**config.mk**
```make
export PLATFORM = sky130hd
export DESIGN_NAME = edp_mds
export DESIGN_NICKNAME = d
export VERILOG_FILES = /design/src/rtl/edp_mds_pkg.sv /design/src/rtl/edp_mds_cneg.sv /design/src/rtl/edp_mds.sv
export SDC_FILE = /design/constraint.sdc
export NUM_CORES = 2
export LEC_CHECK = 0
export CAP_MARGIN = 20
export CORE_MARGIN = 4
export CORE_UTILIZATION = 40
export CTS_CLUSTER_DIAMETER = 120
export CTS_CLUSTER_SIZE = 16
export DETAILED_ROUTE_END_ITERATION = 7
export GPL_ROUTABILITY_DRIVEN = 0
export PLACE_DENSITY = 0.62
export SETUP_SLACK_MARGIN = 0.02
export SKIP_CTS_REPAIR_TIMING = 1
export SLEW_MARGIN = 15
export SYNTH_ARGS = -nofsm -noshare
export SYNTH_HDL_FRONTEND = slang
export SYNTH_HIERARCHICAL = 1
export SYNTH_SLANG_ARGS = --single-unit
export TNS_END_PERCENT = 30
```
**constraint.sdc**
```tcl
create_clock -name clk -period 7 [get_ports clk]
set_clock_uncertainty 0.1 [all_clocks]
set_input_delay 1.4 -clock clk [delete_from_list [all_inputs] [get_ports clk]]
set_output_delay 1.4 -clock clk [all_outputs]
set_load 0.02 [all_outputs]
```
**src/rtl/edp_mds_pkg.sv**
```systemverilog
// Shared types and constants for the edp_mds sequential multiply/divide unit.
package edp_mds_pkg;

    localparam int EDP_MDS_WIDTH = 36;

    typedef enum logic [1:0] {
        OP_MULU = 2'b00,
        OP_MULS = 2'b01,
        OP_DIVU = 2'b10,
        OP_DIVS = 2'b11
    } op_e;

    typedef enum logic [2:0] {
        ST_IDLE,
        ST_PREP,
        ST_RUN,
        ST_FIX,
        ST_DONE
    } state_e;

endpackage

```
**src/rtl/edp_mds_cneg.sv**
```systemverilog
// mds_cneg: conditional two's-complement negate of an N-bit word.
module mds_cneg #(
    parameter int N = 8
) (
    input  logic [N-1:0] x_i,
    input  logic         neg_i,
    output logic [N-1:0] y_o
);

    assign y_o = neg_i ? (~x_i + N'(1)) : x_i;

endmodule

```
**src/rtl/edp_mds.sv**
```systemverilog
// edp_mds: iterative MULU/MULS/DIVU/DIVS unit, one quotient/product bit per cycle.
// Optional macro EDP_MDS_EARLY_OUT_EN ends multiply RUN once the multiplier is exhausted.
module edp_mds
    import edp_mds_pkg::*;
#(
    parameter int WIDTH = EDP_MDS_WIDTH
) (
    input  logic             clk,
    input  logic             reset_n,
    input  logic             start_valid,
    output logic             start_ready,
    input  logic [1:0]       op,
    input  logic [WIDTH-1:0] a_hi,
    input  logic [WIDTH-1:0] a_lo,
    input  logic [WIDTH-1:0] b,
    output logic             result_valid,
    input  logic             result_ready,
    output logic [WIDTH-1:0] res_hi,
    output logic [WIDTH-1:0] res_lo,
    output logic             nodiv,
    output logic             busy
);

    localparam int W  = WIDTH;
    localparam int CW = (W > 1) ? $clog2(W) : 1;
    localparam logic [CW-1:0] CNT_LAST = CW'(W - 1);

    state_e          state_q;
    op_e             op_q;
    logic [W-1:0]    a_hi_q, a_lo_q, b_q;
    logic [2*W-1:0]  prod_q, mcand_q;
    logic [W-1:0]    mplier_q;
    logic [W+1:0]    rem_q;
    logic            qneg_q, rneg_q;
    logic [CW-1:0]   cnt_q;
    logic            start_ready_q, busy_q, result_valid_q, nodiv_q;
    logic [W-1:0]    res_hi_q, res_lo_q;

    logic            is_div, is_sgn;
    logic [2*W-1:0]  cna_x, cna_y;
    logic            cna_neg;
    logic [W-1:0]    cnb_x, cnb_y, cnr_y;
    logic            cnb_neg;
    logic [2*W-1:0]  mul_sum;
    logic [W+1:0]    rem_sh, rem_nx, div_b;
    logic [W-1:0]    rem_fix;
    logic            nd, run_last;

    assign is_div = (op_q == OP_DIVU) || (op_q == OP_DIVS);
    assign is_sgn = (op_q == OP_MULS) || (op_q == OP_DIVS);

    // The negators are shared: operand magnitudes in PREP, sign correction in FIX.
    always_comb begin
        if (state_q == ST_FIX) begin
            cna_x   = prod_q;
            cna_neg = qneg_q;
            cnb_x   = mplier_q;
            cnb_neg = qneg_q;
        end else begin
            cna_x   = is_div ? {a_hi_q, a_lo_q} : {{W{is_sgn & a_lo_q[W-1]}}, a_lo_q};
            cna_neg = is_sgn & cna_x[2*W-1];
            cnb_x   = b_q;
            cnb_neg = is_sgn & b_q[W-1];
        end
    end

    mds_cneg #(.N(2*W)) u_cneg_a (.x_i(cna_x),   .neg_i(cna_neg), .y_o(cna_y));
    mds_cneg #(.N(W))   u_cneg_b (.x_i(cnb_x),   .neg_i(cnb_neg), .y_o(cnb_y));
    mds_cneg #(.N(W))   u_cneg_r (.x_i(rem_fix), .neg_i(rneg_q),  .y_o(cnr_y));

    assign mul_sum = prod_q + (mplier_q[0] ? mcand_q : '0);
    assign div_b   = {2'b00, mcand_q[W-1:0]};
    assign rem_sh  = {rem_q[W:0], mplier_q[W-1]};
    assign rem_nx  = rem_q[W+1] ? (rem_sh + div_b) : (rem_sh - div_b);
    // A negative final partial remainder is one divisor short.
    assign rem_fix = rem_q[W-1:0] + (rem_q[W+1] ? mcand_q[W-1:0] : '0);

    // Quotient must fit: unsigned needs hi < b, signed keeps |q| below 2^(W-1).
    assign nd = is_sgn ? (cna_y >= ({{W{1'b0}}, cnb_y} << (W - 1)))
                       : (a_hi_q >= b_q);

`ifdef EDP_MDS_EARLY_OUT_EN
    assign run_last = (cnt_q == CNT_LAST) || (!is_div && ((mplier_q >> 1) == '0));
`else
    assign run_last = (cnt_q == CNT_LAST);
`endif

    always_ff @(posedge clk) begin
        if (!reset_n) begin
            state_q        <= ST_IDLE;
            op_q           <= OP_MULU;
            a_hi_q         <= '0;
            a_lo_q         <= '0;
            b_q            <= '0;
            prod_q         <= '0;
            mcand_q        <= '0;
            mplier_q       <= '0;
            rem_q          <= '0;
            qneg_q         <= 1'b0;
            rneg_q         <= 1'b0;
            cnt_q          <= '0;
            start_ready_q  <= 1'b1;
            busy_q         <= 1'b0;
            result_valid_q <= 1'b0;
            nodiv_q        <= 1'b0;
            res_hi_q       <= '0;
            res_lo_q       <= '0;
        end else begin
            case (state_q)
                ST_IDLE: begin
                    if (start_valid) begin
                        op_q          <= op_e'(op);
                        a_hi_q        <= a_hi;
                        a_lo_q        <= a_lo;
                        b_q           <= b;
                        start_ready_q <= 1'b0;
                        busy_q        <= 1'b1;
                        state_q       <= ST_PREP;
                    end
                end
                ST_PREP: begin
                    cnt_q <= '0;
                    if (is_div) begin
                        nodiv_q  <= nd;
                        rem_q    <= {2'b00, cna_y[2*W-1:W]};
                        mplier_q <= cna_y[W-1:0];
                        mcand_q  <= {{W{1'b0}}, cnb_y};
                        qneg_q   <= is_sgn & (a_hi_q[W-1] ^ b_q[W-1]);
                        rneg_q   <= is_sgn & a_hi_q[W-1];
                        state_q  <= nd ? ST_FIX : ST_RUN;
                    end else begin
                        nodiv_q  <= 1'b0;
                        prod_q   <= '0;
                        mcand_q  <= cna_y;
                        mplier_q <= cnb_y;
                        qneg_q   <= is_sgn & (a_lo_q[W-1] ^ b_q[W-1]);
                        rneg_q   <= 1'b0;
                        state_q  <= ST_RUN;
                    end
                end
                ST_RUN: begin
                    cnt_q <= cnt_q + 1'b1;
                    if (is_div) begin
                        rem_q    <= rem_nx;
                        mplier_q <= {mplier_q[W-2:0], ~rem_nx[W+1]};
                    end else begin
                        prod_q   <= mul_sum;
                        mcand_q  <= mcand_q << 1;
                        mplier_q <= mplier_q >> 1;
                    end
                    if (run_last) state_q <= ST_FIX;
                end
                ST_FIX: begin
                    if (nodiv_q) begin
                        res_hi_q <= a_hi_q;
                        res_lo_q <= a_lo_q;
                    end else if (is_div) begin
                        res_hi_q <= cnb_y;
                        res_lo_q <= cnr_y;
                    end else begin
                        {res_hi_q, res_lo_q} <= cna_y;
                    end
                    result_valid_q <= 1'b1;
                    state_q        <= ST_DONE;
                end
                ST_DONE: begin
                    if (result_ready) begin
                        result_valid_q <= 1'b0;
                        busy_q         <= 1'b0;
                        start_ready_q  <= 1'b1;
                        state_q        <= ST_IDLE;
                    end
                end
                default: state_q <= ST_IDLE;
            endcase
        end
    end

    assign start_ready  = start_ready_q;
    assign busy         = busy_q;
    assign result_valid = result_valid_q;
    assign nodiv        = nodiv_q;
    assign res_hi       = res_hi_q;
    assign res_lo       = res_lo_q;

endmodule

```
==> run metrics <==
crit-path max FO=51; Total Wirelength=140 mm; CP endpoint=nodiv$_SDFFE_PN0P_; share of power burned in registers=36.6%; number of global-route vias before repair=32751; setup violators final=0; # Max-Cap Violations=0; GRT Util Overall=29.5%; Final period util=91.2%; site row count=106; Crit path arrival time=6.78 ns; Post-Syn Area=0.0342 mm^2; CTS clk-pin slew, worst paths=0.10 ns; # DRC=0; Hold Path Class=register to register; LEAKAGE=14.8 nW; CTS tree=yes; sequential share of the synthesized area=24.3%; met2 Usage GRT=43.8%; Comb power frac=40.9%; Worst R2R Path Depth=19; P&R area growth vs syn=10.2%; CP Launch Type=register; Synth Flop Type=dfxtp_1; ys async rst share=0%; initial core utilization=40.6%; Required @ worst endpoint=7.40 ns; final hold viol count=0; area of the multi-input gates=0.0242 mm^2; Post-synth EDFFs=0; routing usage on met3=5.62%; maximum level of the CTS H-tree=1; Top Usage Layer GRT=met2; Slew Limit Fails=0; height of the die=300 um; Power Total=7.40 mW; FILL cells=8677; Die Wd=300 um; wire per inst=23.9 um; vias per std cell=6.16; reg2reg setup slack=0.62 ns; unrepaired setup endpoints after global routing=false; Clock Latency Late Sink=0.64 ns; Pre-antenna DRT Iters=6; largest net degree at the start of global routing=162; I/O Pins=190; initial antenna violation count=8; layout cells sized above 1=4.91%; synth unique cells=95; most frequent cells in the layout=nand2_1 (916), a21oi_1 (592), dfxtp_1 (411); sw power=3.10 mW; Vias=36106; number of I/O port buffers=189; Mean Syn Cell Area=7.17 um^2; post-synth top area share=24.3%; final antenna-violating net count=0; root buf cell=clkbuf_16; Reg area=0.00832 mm^2; CTS Buf Count=29; clk sinks=415; switching share of power=42.0%; Worst setup startpoint=state_q[2]$_SDFFE_PN0P_; crit path time final=6.38 ns; grt ovf=0; Synth warnings=6; ranking of synthesized cells by area=dfxtp_1 (24%), nand2_1 (10%), a21oi_1 (8.7%), ha_1 (8.1%), xnor2_1 (5.4%); CORE AREA=0.0841 mm^2; die area=0.0901 mm^2; Slew headroom=23.9%; Mapped Nets=5101; fmax=157 MHz; drt first-iter violations=4716; Cell Pwr Density=197 mW/mm^2; global-route wire length before repair=207 mm; setup TNS=0 ns; outcome=finished clean; endpoint type of the worst setup path=register; post-synth top area cell=dfxtp_1; Clk network pwr share=22.6%; most common cell after layout, fill and taps aside=nand2_1; DP Wirelength=106 mm; Mapped Cells=4764; M1 GR Usage=40.8%; reg2reg start=state_q[2]$_SDFFE_PN0P_; Yosys reg bits=415; CP Class=register to register; FF-to-FF End=nodiv$_SDFFE_PN0P_; peak supply drop=200 uV; Slew @ Worst Pin=1.14 ns; Clock Path Buffers=3; Pint=4.29 mW; fin nets=5063
==> metrics by stage <==
| stage | hold slack (ns) | cells | cell area [um^2] | setup slack, ns | utilization, % |
|---|---|---|---|---|---|
| 6_report | 0.353 | 5863 | 37600 | 0.615 | 44.8 |
| 5_1_grt | 0.370 | 5862 | 37600 | 0.305 | 44.8 |
| 4_1_cts | 0.354 | 5860 | 37600 | 0.776 | 44.7 |
| 3_5_place_dp | 0.345 | 5827 | 36800 | 0.838 | 43.8 |
| 3_3_place_gp | 0.339 | 5827 | 36800 | 0.815 | 43.8 |
| 2_1_floorplan | 0.332 | 4764 | 34200 | 1.56 | - |
==> flip-flops by register name, summed over array words and instances (netlist names) <==
| signal | flops |
|---|---|
| mcand_q | 72 |
| result_valid | 1 |
| mplier_q | 36 |
| busy | 1 |
| nodiv | 1 |
| cnt_q | 6 |
| prod_q | 72 |
| a_lo_q | 36 |
| res_lo | 36 |
| rem_q | 38 |
| res_hi | 36 |
| op_q | 2 |
| b_q | 36 |
| qneg_q | 1 |
| rneg_q | 1 |
| start_ready | 1 |
| state_q | 3 |
| a_hi_q | 36 |
==> Yosys cell counts (81+ instances only) <==
cell,number
nor3_1,95
nor2_1,335
and2_1,115
o21ai_0,265
inv_1,127
a21o_1,87
a21oi_1,594
clkbuf_1,282
xor2_1,81
nand2_1,917
dfxtp_1,415
ha_1,220
xnor2_1,210
==> worst min path at each step <==
stage	from	to	cells past startpoint
2_1_floorplan	qneg_q$_SDFFE_PN0P_	qneg_q$_SDFFE_PN0P_	2
3_3_place_gp	res_hi[18]$_SDFFE_PN0P_	res_hi[18]$_SDFFE_PN0P_	2
3_5_place_dp	res_hi[34]$_SDFFE_PN0P_	res_hi[34]$_SDFFE_PN0P_	2
4_1_cts	res_hi[8]$_SDFFE_PN0P_	res_hi[8]$_SDFFE_PN0P_	2
5_1_grt	res_lo[26]$_SDFFE_PN0P_	res_lo[26]$_SDFFE_PN0P_	2
6_report	res_hi[8]$_SDFFE_PN0P_	res_hi[8]$_SDFFE_PN0P_	2
==> area by class of cell <==
| class | instances | area share (%) |
|---|---|---|
| multi-input combinational | 3895 | 64.2 |
| sequential | 415 | 22.1 |
| timing repair buffer | 257 | 6.57 |
| tap | 1134 | 3.77 |
| clock buffer | 32 | 1.96 |
| inverter | 128 | 1.30 |
| clock inverter | 1 | 0.0532 |
| antenna | 1 | 0.00665 |
==> critical path, stage by stage (launching register included) <==
cell     delay (ns)
dfxtp_1        0.57
and3b_4        0.49
a21oi_2        0.63
a21oi_1        0.25
nor4_2         0.78
nand2_1        0.61
o41ai_2        0.47
xnor2_1        0.11
buf_4          0.17
ha_1           0.31
a21o_1         0.16
a21o_1         0.16
a21oi_1        0.13
o21ai_0        0.10
a211o_1        0.30
a31oi_1        0.32
o31ai_1        0.14
a21oi_1        0.16
or3_1          0.17
a21oi_1        0.07
==> power by group through the flow <==
stage,registers (mW),logic (mW),clock network [mW]
after global routing,2.72,3.24,1.78
final,2.70,3.02,1.67
after global placement,2.75,2.89,0
after CTS,2.70,2.92,1.69
after detailed placement,2.75,2.90,0
after floorplan,2.65,2.10,0
==> routing by layer <==
layer  part of all wire [%]  up-vias
met5                  0.039        -
met4                    6.1        8
met3                     11      413
met2                     41     2032
met1                     42    16882
li1                       -    16771
==> kinds of logic after synthesis <==
logic type,count (synthesis),share of synthesized area (%)
multiplexers,73,3.39
AO/OA/AOI/OAI,1419,25.7
XOR/XNOR,292,7.51
adder cells (fa/ha/maj),223,8.23
AND/OR/NAND/NOR,1888,25.8
flip-flops,415,24.3
buffers and inverters,454,5.10
(Power assumes the default switching activity.)
